<file path="config.mk">
export PLATFORM = sky130hd
export DESIGN_NAME = vidbuf_wr_arb
export DESIGN_NICKNAME = d
export VERILOG_FILES = /design/src/rtl/vidbuf_wr_arb.sv
export SDC_FILE = /design/constraint.sdc
export NUM_CORES = 1
export LEC_CHECK = 0
export CAP_MARGIN = 15
export CORE_MARGIN = 4
export CORE_UTILIZATION = 60
export CTS_CLUSTER_DIAMETER = 80
export DETAILED_ROUTE_END_ITERATION = 12
export DONT_BUFFER_PORTS = 1
export PLACE_DENSITY_LB_ADDON = 0.15
export SYNTH_ARGS = -nofsm -noshare
export SYNTH_HDL_FRONTEND = slang
export SYNTH_SLANG_ARGS = --single-unit
</file>
<file path="constraint.sdc">
create_clock -name CLK -period 3.35 [get_ports CLK]
set_input_delay 0.5025 -clock CLK [delete_from_list [all_inputs] [get_ports CLK]]
set_output_delay 0.5025 -clock CLK [all_outputs]
set_load 0.1 [all_outputs]
</file>
<file path="src/rtl/vidbuf_wr_arb.sv">
// rtl/vidbuf_wr_arb.sv - frame-buffer write-port arbiter: pixel stream vs. rectangle-fill engine
// Optional power-on clear of the whole buffer: define VIDBUF_CLEAR_ON_RESET_EN.
module vidbuf_wr_arb #(
  parameter int              XW          = 9,
  parameter int              YW          = 8,
  parameter int              DW          = 24,
  parameter logic [DW-1:0]   CLEAR_COLOR = 24'h000000
) (
  input  logic          CLK,
  input  logic          RST,
  input  logic          px_valid,
  output logic          px_ready,
  input  logic [XW-1:0] px_x,
  input  logic [YW-1:0] px_y,
  input  logic [DW-1:0] px_data,
  input  logic          fill_start,
  input  logic [XW-1:0] fill_x0,
  input  logic [XW-1:0] fill_x1,
  input  logic [YW-1:0] fill_y0,
  input  logic [YW-1:0] fill_y1,
  input  logic [DW-1:0] fill_color,
  output logic          fill_busy,
  output logic          fill_done,
  output logic [XW-1:0] wr_x,
  output logic [YW-1:0] wr_y,
  output logic [DW-1:0] wr_data,
  output logic          wr_we
);

  typedef enum logic [1:0] {
    ST_IDLE  = 2'd0,
    ST_FILL  = 2'd1,
    ST_DONE  = 2'd2
`ifdef VIDBUF_CLEAR_ON_RESET_EN
    , ST_CLEAR = 2'd3
`endif
  } state_t;

  state_t        state_q, state_d;
  logic [XW-1:0] xmin_q, xmax_q, cx_q;
  logic [YW-1:0] ymax_q, cy_q;
  logic [DW-1:0] color_q;
  logic          last_fill_q;
  logic          eng_gnt;
  logic          eng_last;

  assign eng_last = (cx_q == xmax_q) && (cy_q == ymax_q);

  always_comb begin
    state_d   = state_q;
    px_ready  = 1'b0;
    eng_gnt   = 1'b0;
    fill_busy = 1'b0;
    fill_done = 1'b0;
    if (!RST) begin
      case (state_q)
        ST_IDLE: begin
          px_ready = px_valid;
          if (fill_start) state_d = ST_FILL;
        end
        ST_FILL: begin
          fill_busy = 1'b1;
          // Contested cycle goes to whoever was not served last.
          px_ready  = px_valid && last_fill_q;
          eng_gnt   = !px_ready;
          if (eng_gnt && eng_last) state_d = ST_DONE;
        end
        ST_DONE: begin
          fill_done = 1'b1;
          px_ready  = px_valid;
          state_d   = ST_IDLE;
        end
`ifdef VIDBUF_CLEAR_ON_RESET_EN
        ST_CLEAR: begin
          fill_busy = 1'b1;
          eng_gnt   = 1'b1;
          if (eng_last) state_d = ST_IDLE;
        end
`endif
        default: state_d = ST_IDLE;
      endcase
    end
  end

  always_ff @(posedge CLK) begin
    if (RST) begin
`ifdef VIDBUF_CLEAR_ON_RESET_EN
      state_q <= ST_CLEAR;
`else
      state_q <= ST_IDLE;
`endif
      // Reset bounds describe the whole buffer so the clear reuses the fill walker.
      xmin_q      <= '0;
      xmax_q      <= '1;
      ymax_q      <= '1;
      cx_q        <= '0;
      cy_q        <= '0;
      color_q     <= CLEAR_COLOR;
      last_fill_q <= 1'b1;
      wr_x        <= '0;
      wr_y        <= '0;
      wr_data     <= '0;
      wr_we       <= 1'b0;
    end else begin
      state_q <= state_d;
      wr_we   <= 1'b0;
      if (px_ready) begin
        wr_x        <= px_x;
        wr_y        <= px_y;
        wr_data     <= px_data;
        wr_we       <= 1'b1;
        last_fill_q <= 1'b0;
      end else if (eng_gnt) begin
        wr_x        <= cx_q;
        wr_y        <= cy_q;
        wr_data     <= color_q;
        wr_we       <= 1'b1;
        last_fill_q <= 1'b1;
        if (cx_q == xmax_q) begin
          cx_q <= xmin_q;
          cy_q <= cy_q + YW'(1);
        end else begin
          cx_q <= cx_q + XW'(1);
        end
      end
      if (state_q == ST_IDLE && fill_start) begin
        xmin_q  <= (fill_x0 > fill_x1) ? fill_x1 : fill_x0;
        cx_q    <= (fill_x0 > fill_x1) ? fill_x1 : fill_x0;
        xmax_q  <= (fill_x0 > fill_x1) ? fill_x0 : fill_x1;
        cy_q    <= (fill_y0 > fill_y1) ? fill_y1 : fill_y0;
        ymax_q  <= (fill_y0 > fill_y1) ? fill_y0 : fill_y1;
        color_q <= fill_color;
      end
    end
  end

endmodule

</file>
# After elaboration in Yosys (flattened, before gate mapping)
# Index checks and enable logic that the tools add are counted.
# W data, S select, Z words.
[word_totals]
reg_bits = 112
input_bits = 103
output_inout_bits = 45
word_cells = 69
[op_classes]
addsub = 2
order_cmp = 2
n_eq_ne = 7
mux = 33
n_reduce_logical = 13
[ops]
columns = ["op", "count"]
rows = [
  ["$mux W9", 8],
  ["$mux W8", 8],
  ["$mux W24", 2],
  ["$mux W1", 11],
  ["$add A9 B1 Y9 const B", 1],
  ["$eq A9 B9 Y1", 1],
  ["$gt A9 B9 Y1", 1],
  ["$add A8 B1 Y8 const B", 1],
  ["$eq A8 B8 Y1", 1],
  ["$gt A8 B8 Y1", 1],
  ["$reduce_bool A2 Y1", 3],
  ["$logic_and A1 B1 Y1", 4],
  ["$mux W2", 2],
  ["$ne A2 B2 Y1 const B", 2],
  ["$pmux W2 S2", 1],
  ["$reduce_and A2 Y1", 2],
  ["$reduce_and A3 Y1", 1],
  ["$eq A2 B1 Y1 const B", 1],
  ["$eq A2 B2 Y1 const B", 1],
  ["$logic_not A2 Y1", 1],
  ["$ne A2 B1 Y1 const B", 1],
  ["$pmux W1 S2", 1],
  ["$reduce_or A2 Y1", 1],
  ["$logic_not A1 Y1", 1],
]

# Longest topological paths before layout
# Gate-level depths: netlist of the first run.
[depth]
ltp_word = 7
depth_mapped = 10
depth_no_buf = 8

# Worst setup path before layout of the first run
# No wires, ideal clock.
[synth_path]
path_kind = "in2out"
start = "input port RST"
end = "output port fill_done"
arrival_time_ps = 3146
required_time_ps = 2847
path_slack_ps = -298
stages = 4
n_path_buf = 3
path_cell_list = "clkbuf_1 clkbuf_1 buf_1 nor3_1"
[synth_via]
elab_chain_len = 1
[synth_rtl]
columns = ["item", "line_no", "text"]
rows = [
  ["start: declaration", "10", "input logic RST,"],
  ["$mux W1", "55", "if (!RST) begin"],
  ["end: declaration", "23", "output logic fill_done,"],
]
# Every way passes these cells.

# Worst setup path after layout of the first run
[layout_path]
start = "register last_fill_q"
end = "output port px_ready"
[layout_via]
elab_chain_len = 3
[layout_rtl]
columns = ["item", "line_no", "text"]
rows = [
  ["start: declaration", "43", "logic last_fill_q;"],
  ["start signal: assignment", "99", "last_fill_q <= 1'b1;"],
  ["start signal: assignment", "112", "last_fill_q <= 1'b0;"],
  ["start signal: assignment", "118", "last_fill_q <= 1'b1;"],
  ["$logic_and A1 B1 Y1", "64", "px_ready = px_valid && last_fill_q;"],
  ["$pmux W1 S2", "56", "case (state_q)"],
  ["$mux W1", "55", ""],
  ["end: declaration", "12", "output logic px_ready,"],
]
# Every way passes these cells.

==> impl_metrics.tcl, run 1 <==
set metrics [dict create \
    reg2regPathDepth 7 \
    fmax_mhz 411 \
    min_period_ns 2.43 \
    synth_most_common_cell "nand2_1" \
    die_x_um 104 \
    die-area_um2 10900 \
    min_path_cells 1 \
    cp.required_ns 2.85 \
    hold_buffers 0 \
    power_frac_clock_pct 26.3 \
    fin_nets 770 \
    p_leak_uw 0.00222 \
    syn_nets 796 \
    num_rows 34 \
    avgSynthCellArea_um2 8.24 \
    synth_ff_type "dfxtp_1" \
    wl_per_cell_um 18.5 \
    first_global_vias 4593 \
    slew_viol_final 0 \
    numClockSinks 112 \
    layout-drive-gt1-share_pct 9.04 \
    port_buffers 0 \
    cts_resized 0 \
    hold_path_class "input pin to register" \
    fin_cells 761 \
    grt_pass1_wl_mm 22.8 \
    post_cts_buffers 0 \
    globalplace.congestion 0.841 \
    synth_top_cells_by_area "dfxtp_1 (40%), nand2_1 (7.8%), a21oi_1 (7.2%)" \
    num_vias 4821 \
    wirelength_mm 14.1 \
    drv_cap 0 \
    cts_root_buf "clkbuf_8" \
    placed_area_um2 5590 \
    ys_seq_elements 112 \
    tightest_slew_ns 1.06 \
    cts_made_buffers 9 \
    cts_buffer_depth 2 \
    synth_top_area_cell "dfxtp_1" \
    tns_ns 0 \
    finalSetupViolCount 0 \
    die_h_um 104 \
    ant_nets 0 \
    holdWs_ns 0.240 \
    antenna_found_initial 0 \
    ff2ff_setup_slack_ns 1.02 \
    critical_path_class "register to output pin" \
    synthCells 674 \
    synth-seq-area-share_pct 40.4 \
    p_seq_share_pct 58.8 \
    synth_warnings 0 \
    antenna_cells 0 \
    dpl.hpwl_mm 10.1 \
    hold_viol_final 0 \
    synth_edf_count 0 \
    routed_via_density 6.34 \
    swShare_pct 37.1 \
    clk_latency_ns 0.38 \
    dr.pass1.iters 5 \
    tritoncts "done" \
    clock_skew_ns 0.0154 \
    period_share_pct 72.6 \
    holdPathEnd "xmin_q[1]" \
    gr-total-overflow 0 \
    syn2layout_area_growth_pct 4.39 \
    grtUsageTotal_pct 25.4 \
    slew_headroom_pct 28.8 \
    netlist.area_leader.share_pct 40.4 \
    ir_drop_mv 0.330 \
    grt_max_degree 120 \
    htree_levels 3 \
    async_reset_ff_share_pct 0 \
    synth_top_cells_by_count "nand2_1 (116), dfxtp_1 (112), a21oi_1 (80)" \
    place_inst 745 \
    synth_cell_types 56 \
    endpoint_kind "output pin" \
    start_util_pct 62.7 \
    synth_area_um2 5550 \
    clk_pin_slew_ns 0.11 \
    core_um2 8850 \
    fin_area_um2 5800 \
    worstHoldStart "RST" \
    io_pins 148 \
    rsz0062_at_grt "false" \
    drt-initial-drc-count 245 \
    rr_startpoint "state_q[0]" \
    r2r-end "cy_q[6]" \
    cp_max_fo 12 \
    comb_power_share_pct 14.9 \
    drc 0 \
    critPathLaunchType "register" \
    arrival_ns 1.93 \
    power.density_nw_per_um2 528 \
    p_int_uw 1920 \
    p_sw_uw 1140 \
    status "finished, final reports clean" \
]
## cells by family after synthesis
logic type / count (synthesis) / synth area share, %
adders and majority gates: 19 / 4.28
and+or+nand+nor: 235 / 19.9
AOI/OAI and AO/OA: 186 / 21.4
buffers and inverters: 72 / 5.39
DFF: 112 / 40.4
muxes: 26 / 4.91
xor gates and xnor gates: 24 / 3.79
## sequential cells by signal, summed over array words and instances (netlist names)
register / flops
color_q: 24
wr_data: 24
wr_we: 1
ymax_q: 8
wr_x: 9
xmax_q: 9
cx_q: 9
wr_y: 8
last_fill_q: 1
state_q: 2
cy_q: 8
xmin_q: 9
## critical path, stage by stage, from the launching register on
cell and delay [ns]:
dfxtp_1 0.45, inv_1 0.06, o21ai_0 0.26, nand2_1 0.33, nor2_2 0.16, buf_4 0.30
## layer usage
layer  wire length (um)  global-route usage [%]  vias to the layer above
li1                   -                       -                     2337
met1               5730                    30.7                     2248
met2               6810                    42.8                      206
met3               1200                    7.64                       30
met4                325                    9.12                        0
met5                  0                       0                        -
## through the flow
stage	setup WS, ns	total power [uW]	utilization [%]
floorplan	0.477	2180	-
global placement	0.811	2260	63.2
detailed placement	0.752	2280	63.2
CTS	0.875	3070	65.5
global route	0.685	3200	65.5
finish	0.919	3060	65.5
## placed cells by master, fill, tap and decap left out, types with 3 or more instances in the layout
cell | Yosys | routed
a211oi_1 | 21 | 21
a21oi_1 | 80 | 80
a22oi_1 | 34 | 34
a311oi_1 | 6 | 6
a31oi_1 | 4 | 4
and3_1 | 4 | 4
and3_2 | 3 | 3
buf_4 | 3 | 12
clkbuf_8 | 0 | 9
dfxtp_1 | 112 | 112
ha_1 | 19 | 19
inv_1 | 23 | 23
mux2_2 | 10 | 10
mux2i_1 | 16 | 16
nand2_1 | 116 | 115
nand3_1 | 9 | 9
nand4_1 | 7 | 7
nor2_1 | 39 | 37
nor3_1 | 30 | 29
nor4_1 | 9 | 9
o21ai_0 | 18 | 18
or3_1 | 3 | 3
xnor2_1 | 6 | 6
xor2_1 | 18 | 18
## layout make-up
type / count / area, um^2
clock buffers: 9 / 124
clock inverters: 7 / 80.1
fillers: 757 / 3050
inverters: 23 / 86.3
multi-input cells: 490 / 3040
flip-flops and latches: 112 / 2240
well taps: 108 / 135
repair buffers: 12 / 90.1
## worst max path at each step
stage,start,endpoint,slack [ns],cells past startpoint
finish,last_fill_q,px_ready,0.92,5
CTS,last_fill_q,px_ready,0.87,5
global route,last_fill_q,px_ready,0.69,5
detailed placement,fill_x1[3],xmin_q[7],0.75,10
global placement,fill_x1[3],xmin_q[7],0.81,10
floorplan,RST,px_ready,0.48,4
## power groups by stage
stage / Sequential [uW] / Clock, uW / Combinational [uW]
after global placement: 1820 / 0 / 439
after global routing: 1810 / 878 / 511
after CTS: 1800 / 820 / 455
after detailed placement: 1830 / 0 / 451
after floorplan: 1790 / 0 / 389
final: 1800 / 805 / 455
(Power assumes the default switching activity.)
==> run 2, diff against run 1 <==
Settings changed: CORE_UTILIZATION 60 to 57.
Clock period 3.35 ns to 2.13 ns, I/O delays scaled along.
==> run 2 against run 1 <==
Compared with the run above: register-to-register slack got worse by 0.91 ns; first-iteration DRC count rose by 88%; utilization rose by 3.7 points; die area rose by 4.9%; total power rose by 65%.
==> impl_metrics.tcl, run 2 (same netlist as run 1, synthesis figures left out) <==
set metrics [dict create \
    dr.pass1.iters 6 \
    fin_nets 844 \
    cts_buffer_depth 2 \
    cts_root_buf "clkbuf_8" \
    drt-initial-drc-count 461 \
    placed_area_um2 6170 \
    cp_max_fo 18 \
    fin_area_um2 6480 \
    min_period_ns 2.02 \
    tritoncts "done" \
    power_frac_clock_pct 25.8 \
    die_x_um 107 \
    drc 0 \
    final_common_cell "nand2_1" \
    slew_headroom_pct 57.5 \
    cp.required_ns 2.43 \
    grtUsageTotal_pct 26.1 \
    comb_power_share_pct 26.8 \
    power.total_uw 5040 \
    die_h_um 107 \
    routed_via_density 6.09 \
    drv_cap 0 \
    clk_pin_slew_ns 0.11 \
    ir_drop_mv 0.357 \
    arrival_ns 2.32 \
    io_pins 148 \
    start_util_pct 59.2 \
    cts_made_buffers 9 \
    rsz0062_at_grt "false" \
    power.density_nw_per_um2 778 \
    fmax_mhz 495 \
    period_share_pct 94.8 \
    globalplace.congestion 0.840 \
    final_cell_mix "nand2_1 (114), dfxtp_1 (111), a21oi_1 (80), buf_4 (76), nor2_1 (37)" \
    hold_viol_final 0 \
    endpoint_kind "register" \
    p_seq_share_pct 47.4 \
    antenna_found_initial 0 \
    critical_path_class "register to register" \
    clock_skew_ns 0.00843 \
    grt_pass1_wl_mm 24.2 \
    reg.largest.list "color_q: 24 flops, wr_data: 24 flops" \
    htree_levels 3 \
    dpl.hpwl_mm 10.8 \
    place_inst 830 \
    clk_latency_ns 0.37 \
    wirelength_mm 15.2 \
    fin_cells 856 \
    port_buffers 0 \
    top_layer_used "met4" \
    status "finished, final reports clean" \
    p_sw_uw 1790 \
    wl_per_cell_um 17.8 \
    syn2layout_area_growth_pct 16.8 \
    ff2ff_setup_slack_ns 0.11 \
    dr_wl_met3_mm 1.34 \
    antenna_cells 0 \
    critPathLaunchType "register" \
    num_rows 35 \
    p_leak_uw 0.00261 \
    die-area_um2 11400 \
    finalSetupViolCount 0 \
    routed-wl-met2_mm 7.03 \
    tns_ns 0 \
    slew_viol_final 0 \
    numClockSinks 112 \
    p_int_uw 3260 \
    met1_length_mm 6.52 \
    ant_nets 0 \
    grt_max_degree 101 \
    first_global_vias 4921 \
    core_um2 9370 \
    hold_path_class "input pin to register" \
    swShare_pct 35.4 \
    tightest_slew_ns 0.637 \
    layout-drive-gt1-share_pct 18.3 \
    num_vias 5209 \
    gr-total-overflow 0 \
]
==> run 2: final cells by class <==
cell class / count / area [um^2]
Fill cell: 741 / 2890
Timing Repair Buffer: 86 / 719
Multi-Input combinational cell: 490 / 3060
Tap cell: 129 / 161
Inverter: 23 / 90.1
Sequential cell: 112 / 2240
Clock inverter: 7 / 80.1
Clock buffer: 9 / 124
==> run 2: routing by layer <==
metal | vias up | track usage, %
met5 | - | 0
met3 | 25 | 4.76
li1 | 2497 | -
met2 | 260 | 43.4
met4 | 0 | 9.77
met1 | 2427 | 33.9
==> run 2: path summary, 6_finish.rpt <==
kind | from | cells past startpoint | endpoint
worst max-delay path | state_q[0] | 8 | cx_q[7]
worst min-delay path | RST | 1 | wr_y[3]
worst max register to register | state_q[0] | 8 | cx_q[7]
worst min register to register | color_q[8] | 2 | color_q[8]
==> run 2: worst max-delay path: stages, from the launching register on <==
cell and delay [ns]:
dfxtp_1 0.38, or3b_4 0.41, a21oi_4 0.14, buf_4 0.21, buf_6 0.19, and4_1 0.27, a211o_2 0.12, o21ai_0 0.08
o22ai_1 0.13
==> run 2: timing repair <==
action                                  CTS  global route
endpoints found under the hold margin    18             6
buffers inserted                          0             5
hold buffers                              4             1
endpoints found under the setup margin    0             5
gates resized for setup                   0             6
==> run 2: power groups by stage <==
stage | clock network, uW | registers, uW | logic (uW)
after floorplan | 0 | 2820 | 616
after global placement | 0 | 2430 | 1270
after detailed placement | 0 | 2430 | 1320
after CTS | 1330 | 2390 | 1330
after global routing | 1420 | 2410 | 1450
final | 1300 | 2390 | 1350
==> run 2: per-stage QoR <==
step	hold slack [ns]	utilization [%]	worst slack (ns)
after floorplan	0.421	-	-0.296
after global placement	0.397	65.5	-0.0393
after detailed placement	0.400	65.8	-0.0450
after CTS	0.000334	68.4	0.0420
after global routing	-0.000672	69.2	0.0163
final	0.0206	69.2	0.110
